$ cat config.mk
export PLATFORM = sky130hd
export DESIGN_NAME = fa_tag_lookup
export DESIGN_NICKNAME = d
export VERILOG_FILES = /design/src/rtl/fa_tag_lookup.sv
export SDC_FILE = /design/constraint.sdc
export NUM_CORES = 1
export LEC_CHECK = 0
export CAP_MARGIN = 40
export CELL_PAD_IN_SITES_DETAIL_PLACEMENT = 2
export CELL_PAD_IN_SITES_GLOBAL_PLACEMENT = 2
export CORE_MARGIN = 3
export CORE_UTILIZATION = 35
export CTS_CLUSTER_SIZE = 12
export DETAILED_ROUTE_END_ITERATION = 8
export PLACE_DENSITY_LB_ADDON = 0.3
export SLEW_MARGIN = 15
export SYNTH_ARGS = -nofsm -noshare
export SYNTH_HDL_FRONTEND = slang
export SYNTH_SLANG_ARGS = --single-unit
$ cat constraint.sdc
create_clock -name clk -period 3.7 [get_ports clk]
set_clock_uncertainty 0.15 [all_clocks]
set_input_delay 0.74 -clock clk [delete_from_list [all_inputs] [get_ports clk]]
set_output_delay 0.74 -clock clk [all_outputs]
set_load 0.02 [all_outputs]
$ cat src/rtl/fa_tag_lookup.sv
// fa_tag_lookup: fully-associative tag compare and LRU command issue.
// Ports:
//   clk, reset (async, active-high)
//   req_valid_i/req_ready_o/req_op_i/req_tag_i : lookup/inval request
//   flush_i/flush_busy_o : sequenced whole-cache invalidate
//   ls_valid_o/ls_op_o/ls_way_o : command to LRU (LOAD/STORE/INVALIDATE)
//   lru_valid_i/lru_way_i : one-hot victim from LRU for STORE
//   resp_* : registered hit/miss/evict response
// Optional macro FA_TAG_MULTIHIT_CHK_EN adds sticky err_multihit_o.
module fa_tag_lookup #(
    parameter int NUM_WAYS = 4,
    parameter int TAG_W    = 20,
    localparam int IW      = $clog2(NUM_WAYS)
) (
    input  logic                clk,
    input  logic                reset,
    input  logic                req_valid_i,
    output logic                req_ready_o,
    input  logic [1:0]          req_op_i,
    input  logic [TAG_W-1:0]    req_tag_i,
    input  logic                flush_i,
    output logic                flush_busy_o,
    output logic                ls_valid_o,
    output logic [1:0]          ls_op_o,
    output logic [IW-1:0]       ls_way_o,
    input  logic                lru_valid_i,
    input  logic [NUM_WAYS-1:0] lru_way_i,
    output logic                resp_valid_o,
    output logic                resp_hit_o,
    output logic [IW-1:0]       resp_way_o,
    output logic                resp_evict_o,
    output logic [TAG_W-1:0]    resp_evict_tag_o
`ifdef FA_TAG_MULTIHIT_CHK_EN
    ,
    output logic                err_multihit_o
`endif
);

    localparam logic [1:0] OP_LOOKUP = 2'b01;
    localparam logic [1:0] OP_INVAL  = 2'b11;
    localparam logic [1:0] LS_LOAD   = 2'b01;
    localparam logic [1:0] LS_STORE  = 2'b10;
    localparam logic [1:0] LS_INVAL  = 2'b11;
    localparam logic [IW-1:0] LAST_WAY = IW'(NUM_WAYS - 1);

    typedef enum logic {
        IDLE  = 1'b0,
        FLUSH = 1'b1
    } state_e;

    state_e              state_q, state_d;
    logic [NUM_WAYS-1:0] valid_q, valid_d;
    logic [TAG_W-1:0]    tag_q [NUM_WAYS];
    logic [TAG_W-1:0]    tag_d [NUM_WAYS];
    logic                s1_vld_q, s1_vld_d;
    logic [1:0]          s1_op_q, s1_op_d;
    logic [TAG_W-1:0]    s1_tag_q, s1_tag_d;
    logic [IW-1:0]       cnt_q, cnt_d;

    logic                resp_valid_q, resp_valid_d;
    logic                resp_hit_q, resp_hit_d;
    logic [IW-1:0]       resp_way_q, resp_way_d;
    logic                resp_evict_q, resp_evict_d;
    logic [TAG_W-1:0]    resp_evict_tag_q, resp_evict_tag_d;

    logic [NUM_WAYS-1:0] match_vec;
    logic                hit;
    logic [IW-1:0]       hit_idx;
    logic [IW-1:0]       lru_idx;
    logic                accept;
    logic                walk;

    // Tag compare; lowest matching way wins on multi-hit.
    always_comb begin
        hit_idx = '0;
        lru_idx = '0;
        for (int i = 0; i < NUM_WAYS; i++) begin
            match_vec[i] = valid_q[i] && (tag_q[i] == s1_tag_q);
        end
        for (int i = NUM_WAYS - 1; i >= 0; i--) begin
            if (match_vec[i]) hit_idx = IW'(i);
            if (lru_way_i[i]) lru_idx = IW'(i);
        end
        hit = |match_vec;
    end

    // FSM next state
    always_comb begin
        state_d = state_q;
        case (state_q)
            IDLE:    if (flush_i) state_d = FLUSH;
            FLUSH:   if (!s1_vld_q && cnt_q == LAST_WAY) state_d = IDLE;
            default: state_d = IDLE;
        endcase
    end

    // FSM outputs
    always_comb begin
        req_ready_o  = (state_q == IDLE);
        flush_busy_o = (state_q == FLUSH);
        // Walk only once S1 has drained so ls_* never carries two commands.
        walk         = (state_q == FLUSH) && !s1_vld_q;
    end

    assign accept = req_valid_i && req_ready_o;

    // S1 compare, ls command, array update, response
    always_comb begin
        valid_d          = valid_q;
        tag_d            = tag_q;
        s1_vld_d         = accept;
        s1_op_d          = s1_op_q;
        s1_tag_d         = s1_tag_q;
        cnt_d            = cnt_q;
        ls_valid_o       = 1'b0;
        ls_op_o          = 2'b00;
        ls_way_o         = '0;
        resp_valid_d     = s1_vld_q;
        resp_hit_d       = 1'b0;
        resp_way_d       = '0;
        resp_evict_d     = 1'b0;
        resp_evict_tag_d = '0;

        if (accept) begin
            s1_op_d  = req_op_i;
            s1_tag_d = req_tag_i;
        end

        if (s1_vld_q) begin
            case (s1_op_q)
                OP_LOOKUP: begin
                    ls_valid_o = 1'b1;
                    if (hit) begin
                        ls_op_o    = LS_LOAD;
                        ls_way_o   = hit_idx;
                        resp_hit_d = 1'b1;
                        resp_way_d = hit_idx;
                    end else begin
                        ls_op_o = LS_STORE;
                        if (lru_valid_i) begin
                            tag_d[lru_idx]   = s1_tag_q;
                            valid_d[lru_idx] = 1'b1;
                            resp_way_d       = lru_idx;
                            resp_evict_d     = valid_q[lru_idx];
                            resp_evict_tag_d = tag_q[lru_idx];
                        end
                    end
                end
                OP_INVAL: begin
                    if (hit) begin
                        ls_valid_o       = 1'b1;
                        ls_op_o          = LS_INVAL;
                        ls_way_o         = hit_idx;
                        valid_d[hit_idx] = 1'b0;
                        resp_hit_d       = 1'b1;
                        resp_way_d       = hit_idx;
                    end
                end
                default: ;
            endcase
        end else if (walk) begin
            ls_valid_o     = 1'b1;
            ls_op_o        = LS_INVAL;
            ls_way_o       = cnt_q;
            valid_d[cnt_q] = 1'b0;
            // Wraps to zero after the last way, ready for the next flush.
            cnt_d          = cnt_q + 1'b1;
        end
    end

    always_ff @(posedge clk or posedge reset) begin
        if (reset) begin
            state_q          <= IDLE;
            valid_q          <= '0;
            s1_vld_q         <= 1'b0;
            s1_op_q          <= 2'b00;
            s1_tag_q         <= '0;
            cnt_q            <= '0;
            resp_valid_q     <= 1'b0;
            resp_hit_q       <= 1'b0;
            resp_way_q       <= '0;
            resp_evict_q     <= 1'b0;
            resp_evict_tag_q <= '0;
        end else begin
            state_q          <= state_d;
            valid_q          <= valid_d;
            s1_vld_q         <= s1_vld_d;
            s1_op_q          <= s1_op_d;
            s1_tag_q         <= s1_tag_d;
            cnt_q            <= cnt_d;
            resp_valid_q     <= resp_valid_d;
            resp_hit_q       <= resp_hit_d;
            resp_way_q       <= resp_way_d;
            resp_evict_q     <= resp_evict_d;
            resp_evict_tag_q <= resp_evict_tag_d;
        end
    end

    // Tag storage is qualified by valid bits, so it needs no reset.
    always_ff @(posedge clk) begin
        for (int i = 0; i < NUM_WAYS; i++) begin
            tag_q[i] <= tag_d[i];
        end
    end

    assign resp_valid_o     = resp_valid_q;
    assign resp_hit_o       = resp_hit_q;
    assign resp_way_o       = resp_way_q;
    assign resp_evict_o     = resp_evict_q;
    assign resp_evict_tag_o = resp_evict_tag_q;

`ifdef FA_TAG_MULTIHIT_CHK_EN
    logic err_multihit_q, err_multihit_d;
    logic multi;

    // More than one bit set: clearing the lowest set bit leaves a nonzero.
    always_comb begin
        multi = (match_vec & (match_vec - 1'b1)) != '0;
        err_multihit_d = err_multihit_q;
        if (s1_vld_q && (s1_op_q == OP_LOOKUP || s1_op_q == OP_INVAL)
            && multi) begin
            err_multihit_d = 1'b1;
        end
    end

    always_ff @(posedge clk or posedge reset) begin
        if (reset) err_multihit_q <= 1'b0;
        else       err_multihit_q <= err_multihit_d;
    end

    assign err_multihit_o = err_multihit_q;
`endif

endmodule

# [After elaboration in Yosys (flattened, before gate mapping)]
# Cells that the tools add are included.
[op_classes] n_addsub=1 bitwise=9 eq_ne=11 n_reduce_logical=18 mux=58 n_lt_le_gt_ge=8
[ops] cell="two-way mux 20 bit" count=7
[ops] cell="bitwise mux 80 bit" count=1
[ops] cell="equality test 20 bit" count=4
[ops] cell="binary-select mux 20 bit (select 2 bit)" count=1
[ops] cell="demux 20 bit (select 2 bit)" count=1
[ops] cell="two-way mux 2 bit" count=19
[ops] cell="two-way mux 4 bit" count=5
[ops] cell="two-way mux 1 bit" count=15
[ops] cell="logical AND 1 bit" count=11
[ops] cell="less-than comparator 2 x 3 -> 1 bit (second input constant)" count=3
[ops] cell="inequality test 3 bit (second input constant)" count=3
[ops] cell="AND 4 bit" count=2
[ops] cell="NOT 4 bit" count=2
[ops] cell="case mux 2 bit (2 select lines)" count=2
[ops] cell="case mux 4 bit (2 select lines)" count=1
[ops] cell="demux 1 bit (select 2 bit)" count=3
[ops] cell="greater-or-equal comparator 2 x 1 -> 1 bit (second input constant)" count=3
[ops] cell="AND reduction 5 bit" count=1
[ops] cell="equality test 2 bit (second input constant)" count=2
[ops] cell="bitwise OR 4 bit" count=1
[ops] cell="case mux 1 bit (2 select lines)" count=2
[ops] cell="AND reduction 4 bit" count=1
[ops] cell="OR reduction 4 bit" count=1
[ops] cell="greater-or-equal comparator 3 bit (second input constant)" count=1
[ops] cell="11 further kinds" count=13
[totals] elab_cells=120 reg_bits=135

# [Depth between registers and ports, before layout]
# Gate-level depths: netlist (run 1).
[logic_depth] word_depth=15 ltp_mapped=10

# [Worst setup path before layout (run 1)]
# No wires, ideal clock.
[synth_path] kind="register -> output" from="register s1_tag_q[6]" to="output ls_way_o[0]" slack_ps=191 t_arrival_ps=2619 n_path_buf=2 stages_incl_launch_ff=9 path_cell_list="dfrtp_1 buf_4 xor2_1 or4b_1 nor4_2 and4_1 nor4_2 buf_6 o32ai_1"
[synth_between] elab_chain_len=9 word_cells_on_any_way=16 cone_classes="eq/ne (4); mux (7); reduce/logical (5)"
[synth_lines] item="from (decl)" line="57" text="logic [TAG_W-1:0] s1_tag_q, s1_tag_d;"
[synth_lines] item="from (signal assigned)" line="189" text="s1_tag_q <= s1_tag_d;"
[synth_lines] item="equality test 20 bit" line="78" text="match_vec[i] = valid_q[i] && (tag_q[i] == s1_tag_q);"
[synth_lines] item="logical AND 1 bit" line="78"
[synth_lines] item="two-way mux 2 bit (4 in a row)" line="81" text="if (match_vec[i]) hit_idx = IW'(i);"
[synth_lines] item="two-way mux 2 bit (*)" line="133, 150"
[synth_lines] item="two-way mux 2 bit (*)"
[synth_lines] item="two-way mux 2 bit (*)" line="129" text="if (s1_vld_q) begin"
[synth_lines] item="to (decl)" line="25" text="output logic [IW-1:0] ls_way_o,"
# Every way passes the cells marked *; elsewhere a longest branch is shown, timed or not.

# [Worst setup path in the final report (run 1)]
[layout_path] from="register tag_q[72] in the netlist's numbering" to="output ls_way_o[0]"
[layout_between] elab_chain_len=6 word_cells_on_any_way=7 cone_classes="eq/ne (1); mux (4); reduce/logical (2)"
[layout_lines] item="from (decl)" line="53" text="logic [TAG_W-1:0] tag_q [NUM_WAYS];"
[layout_lines] item="from (signal, indexed assignment)" line="202" text="tag_q[i] <= tag_d[i];"
[layout_lines] item="equality test 20 bit (*)" line="78"
[layout_lines] item="logical AND 1 bit (*)" line="78"
[layout_lines] item="OR reduction 4 bit / two-way mux 2 bit (equally long branches)" line="84, 81"
[layout_lines] item="two-way mux 2 bit (*)" line="133, 150"
[layout_lines] item="two-way mux 2 bit (*)"
[layout_lines] item="two-way mux 2 bit (*)" line="129"
# Marks and branches as above.

==> results of run 1 <==
-- synth_stat cells, drive strengths merged, types with 2 or more instances --
cell     n  area share [%]
a21o     4            0.47
a21oi   27             2.1
a222oi  21             3.3
and4     4            0.55
buf     23             2.1
clkbuf  18             1.1
dfrtp   55              21
edfxtp  80              38
ha       4            0.78
inv      5            0.29
mux2    27             5.0
nand2   38             2.2
nand2b   3            0.29
nand3   16             1.3
nand3b   6            0.70
nand4   17             1.9
nand4b   4            0.55
nor2    11            0.64
nor2b    9            0.88
nor3     5            0.39
nor4     9             1.3
nor4b    3            0.41
o211ai   5            0.90
o21ai    6            0.47
or2      2            0.20
or3b     2            0.27
or4      2            0.23
or4bb    2            0.35
xnor2   53             7.2
xor2    28             3.8
-- worst paths after layout --
path | endpoint | slack [ns] | depth (start not counted)
worst max-delay path | ls_way_o[0] | -0.09 | 7
worst min-delay path | cnt_q[0] | 0.40 | 1
worst max register to register | tag_q[67] | 0.23 | 12
worst min register to register | cnt_q[0] | 0.40 | 1
max in group asynchronous | flush_busy_o | 2.23 | 3
min in group asynchronous | s1_tag_q[13] | 0.55 | 2
-- registers in the layout, indices dropped and copies added (netlist names), 2 cells and up --
| signal | flops |
|---|---|
| s1_op_q | 2 |
| cnt_q | 2 |
| resp_way_o | 2 |
| s1_tag_q | 20 |
| tag_q | 80 |
| resp_evict_tag_o | 20 |
| valid_q | 4 |
-- report_power, final --
| part | switching (mW) | internal, mW | leakage, nW |
|---|---|---|---|
| registers | 0.258 | 1.91 | 1.43 |
| clock network | 0.713 | 1.01 | 0.286 |
| logic | 1.22 | 1.03 | 1.52 |
| total | 2.19 | 3.95 | 3.23 |
-- cells by family (layout without fill, tap and decap cells) --
family                   count (synthesis)  after routing
AND/OR/NAND/NOR                        139            139
buffers and inverters                   46            184
adder cells (fa/ha/maj)                  4              4
flip-flops                             135            135
other                                    0              1
AO/OA/AOI/OAI                           67             67
multiplexers                            27             27
XOR/XNOR                                81             81
-- metrics by stage --
stage	util [%]	std cells
finish	48.53	863
global route	48.51	862
CTS	47.67	856
detailed placement	43.67	820
global placement	43.67	820
floorplan	-	499
-- area by class of cell --
type / count / area share [%]
tap: 225 / 3.297
multi-input combinational: 318 / 30.42
clock inverter: 14 / 1.919
antenna: 1 / 0.02930
timing repair buffer: 147 / 14.80
clock buffer: 18 / 5.026
sequential: 135 / 44.29
inverter: 5 / 0.2198
-- layer usage --
metal	GRT usage [%]	part of all wire, %	up-vias
li1	-	-	2091
met3	5.157	6.0	37
met4	8.924	2.2	2
met2	40.13	51	163
met5	0	0.057	-
met1	29.17	40	2466
-- repair_timing --
item	CTS	global route
endpoints found under the setup margin	5	5
buffers inserted	4	8
gates resized for setup	45	20
pin swaps	8	11
cloned	0	0
==> out/metrics.cfg, run 1 <==
[clocking]
clockBufferDepth = 2
cts-buffers-inserted = 17
postCtsHoldBufs = 0
clk_latency_ns = 0.43
clkTransAtPathRegs_ns = 0.06
cts_tree = built
cts_max_level = 4
root_buffer = clkbuf_16
cts_sinks = 135

[placement]
port_buffers = 62
dpl.hpwl_um = 15810
placed_cell_area_um2 = 7685
pre_cts_ws_ns = -0.1946
gp_congestion = 0.9211

[cells_and_area]
drive_gt1_share_pct = 29.98
area_delta_synth_final_pct = 33.35
multi_input_area_um2 = 2597
n_fill_cell = 1703
final_common_cell = buf_4
nets = 659
stdcell_area_um2 = 8539
most-common-layout-cells = buf_4 (86), edfxtp_1 (80), clkdlybuf4s50_1 (57)
seqCellArea_um2 = 3782

[timing]
fin_ws_ns = -0.09132
finalSetupViolCount = 3
min_period_ns = 3.791
rsz0062_at_grt = yes
hold_viol_final = 0
slew_viol_final = 0
fmaxAchievable_ghz = 0.2638
relSlewSlack_pct = 57.04
worst_pin_slew_ns = 0.6354
whs_ns = 0.4037
period_share_pct = 102.5
finalSetupTns_ns = -0.1663

[route]
antenna_left = 0
drcViolationCount = 0
avgViaCountPerCell = 5.514
drtIter0Drc = 352
post_drt_wl_per_cell_um = 26.22
routed_wl_um = 22630
num_vias = 4759
drt_first_pass_iters = 5

[die]
io_pins = 63
core_um2 = 17600
rows = 48
die_height_um = 141.3
die_area_um2 = 19960
die-width_um = 141.3
initial_core_util_pct = 36.39

[global_routing]
first_global_vias = 5375
antenna_found_initial = 2
grt_overflow = 0
grt_pass1_wl_um = 34240
grt_max_degree = 34
track_usage_pct = 23.49

[synth]
synth_flop_cell = edfxtp_1
synthArstFlopShare_pct = 40.74
synth-xor-area-share_pct = 11.08
ys_seq_elements = 135
synth_fa_ha_area_share_pct = 0.7816
netlist_area_um2 = 6404
syn_inst = 499
synth_compound_area_share_pct = 7.737
synth_top_family_by_area = simple AND/OR/NAND/NOR gates
synthMuxAreaShare_pct = 5.041
yosys.area_share.simple_pct = 12.88
postSynthAreaPerCell_um2 = 12.83
synth-edff-count = 80
ys_seq_area_share_pct = 59.01
synth.distinct_cells = 48
syn_nets = 534
yosys_warnings = 0

[worst_setup_path]
critical-path-max-stage-delay_ns = 0.57
crit_required_ns = 2.81
crit_chain = xnor2_2 > or4bb_4 > nor4_4 > and4_4 > nor4_4 > o32ai_2 > buf_4
critPathTopFamily = simple AND/OR/NAND/NOR gates
cp-end-kind = output port
crit_buf_inv = 1
critPathKind = flop to output port
critPathMostFrequentCell = nor4_4
cp.arrival_ns = 2.90
slowest_stage = or4bb_4
timing.rr.start = s1_tag_q[6]
cp-startpoint = tag_q[72]
worstPathMaxFanout = 6
critPathLaunchType = flop

[status]
violations = setup timing
status = complete, but fails checks

[run]
max-cap-violations = 0

[power_and_ir_drop]
total_power_mw = 6.140
peakVddDrop_uv = 545.0
powerDensity_nw_per_um2 = 719.1
p_leak_nw = 3.232

[min_path]
hold_class = flop to flop
min_from = cnt_q[0]

(Power assumes the default switching activity.)
==> run 2, diff against run 1 <==
--- a/config.mk
+++ b/config.mk
@@ -5,13 +5,13 @@
 export SDC_FILE = /design/constraint.sdc
 export NUM_CORES = 1
 export LEC_CHECK = 0
-export CAP_MARGIN = 40
 export CELL_PAD_IN_SITES_DETAIL_PLACEMENT = 2
 export CELL_PAD_IN_SITES_GLOBAL_PLACEMENT = 2
 export CORE_MARGIN = 3
 export CORE_UTILIZATION = 35
 export CTS_CLUSTER_SIZE = 12
 export DETAILED_ROUTE_END_ITERATION = 8
+export HOLD_SLACK_MARGIN = 0.05
 export PLACE_DENSITY_LB_ADDON = 0.3
 export SLEW_MARGIN = 15
 export SYNTH_ARGS = -nofsm -noshare
==> results of run 2 <==
The final DEF is identical to that of run 1; final timing and power are the same.
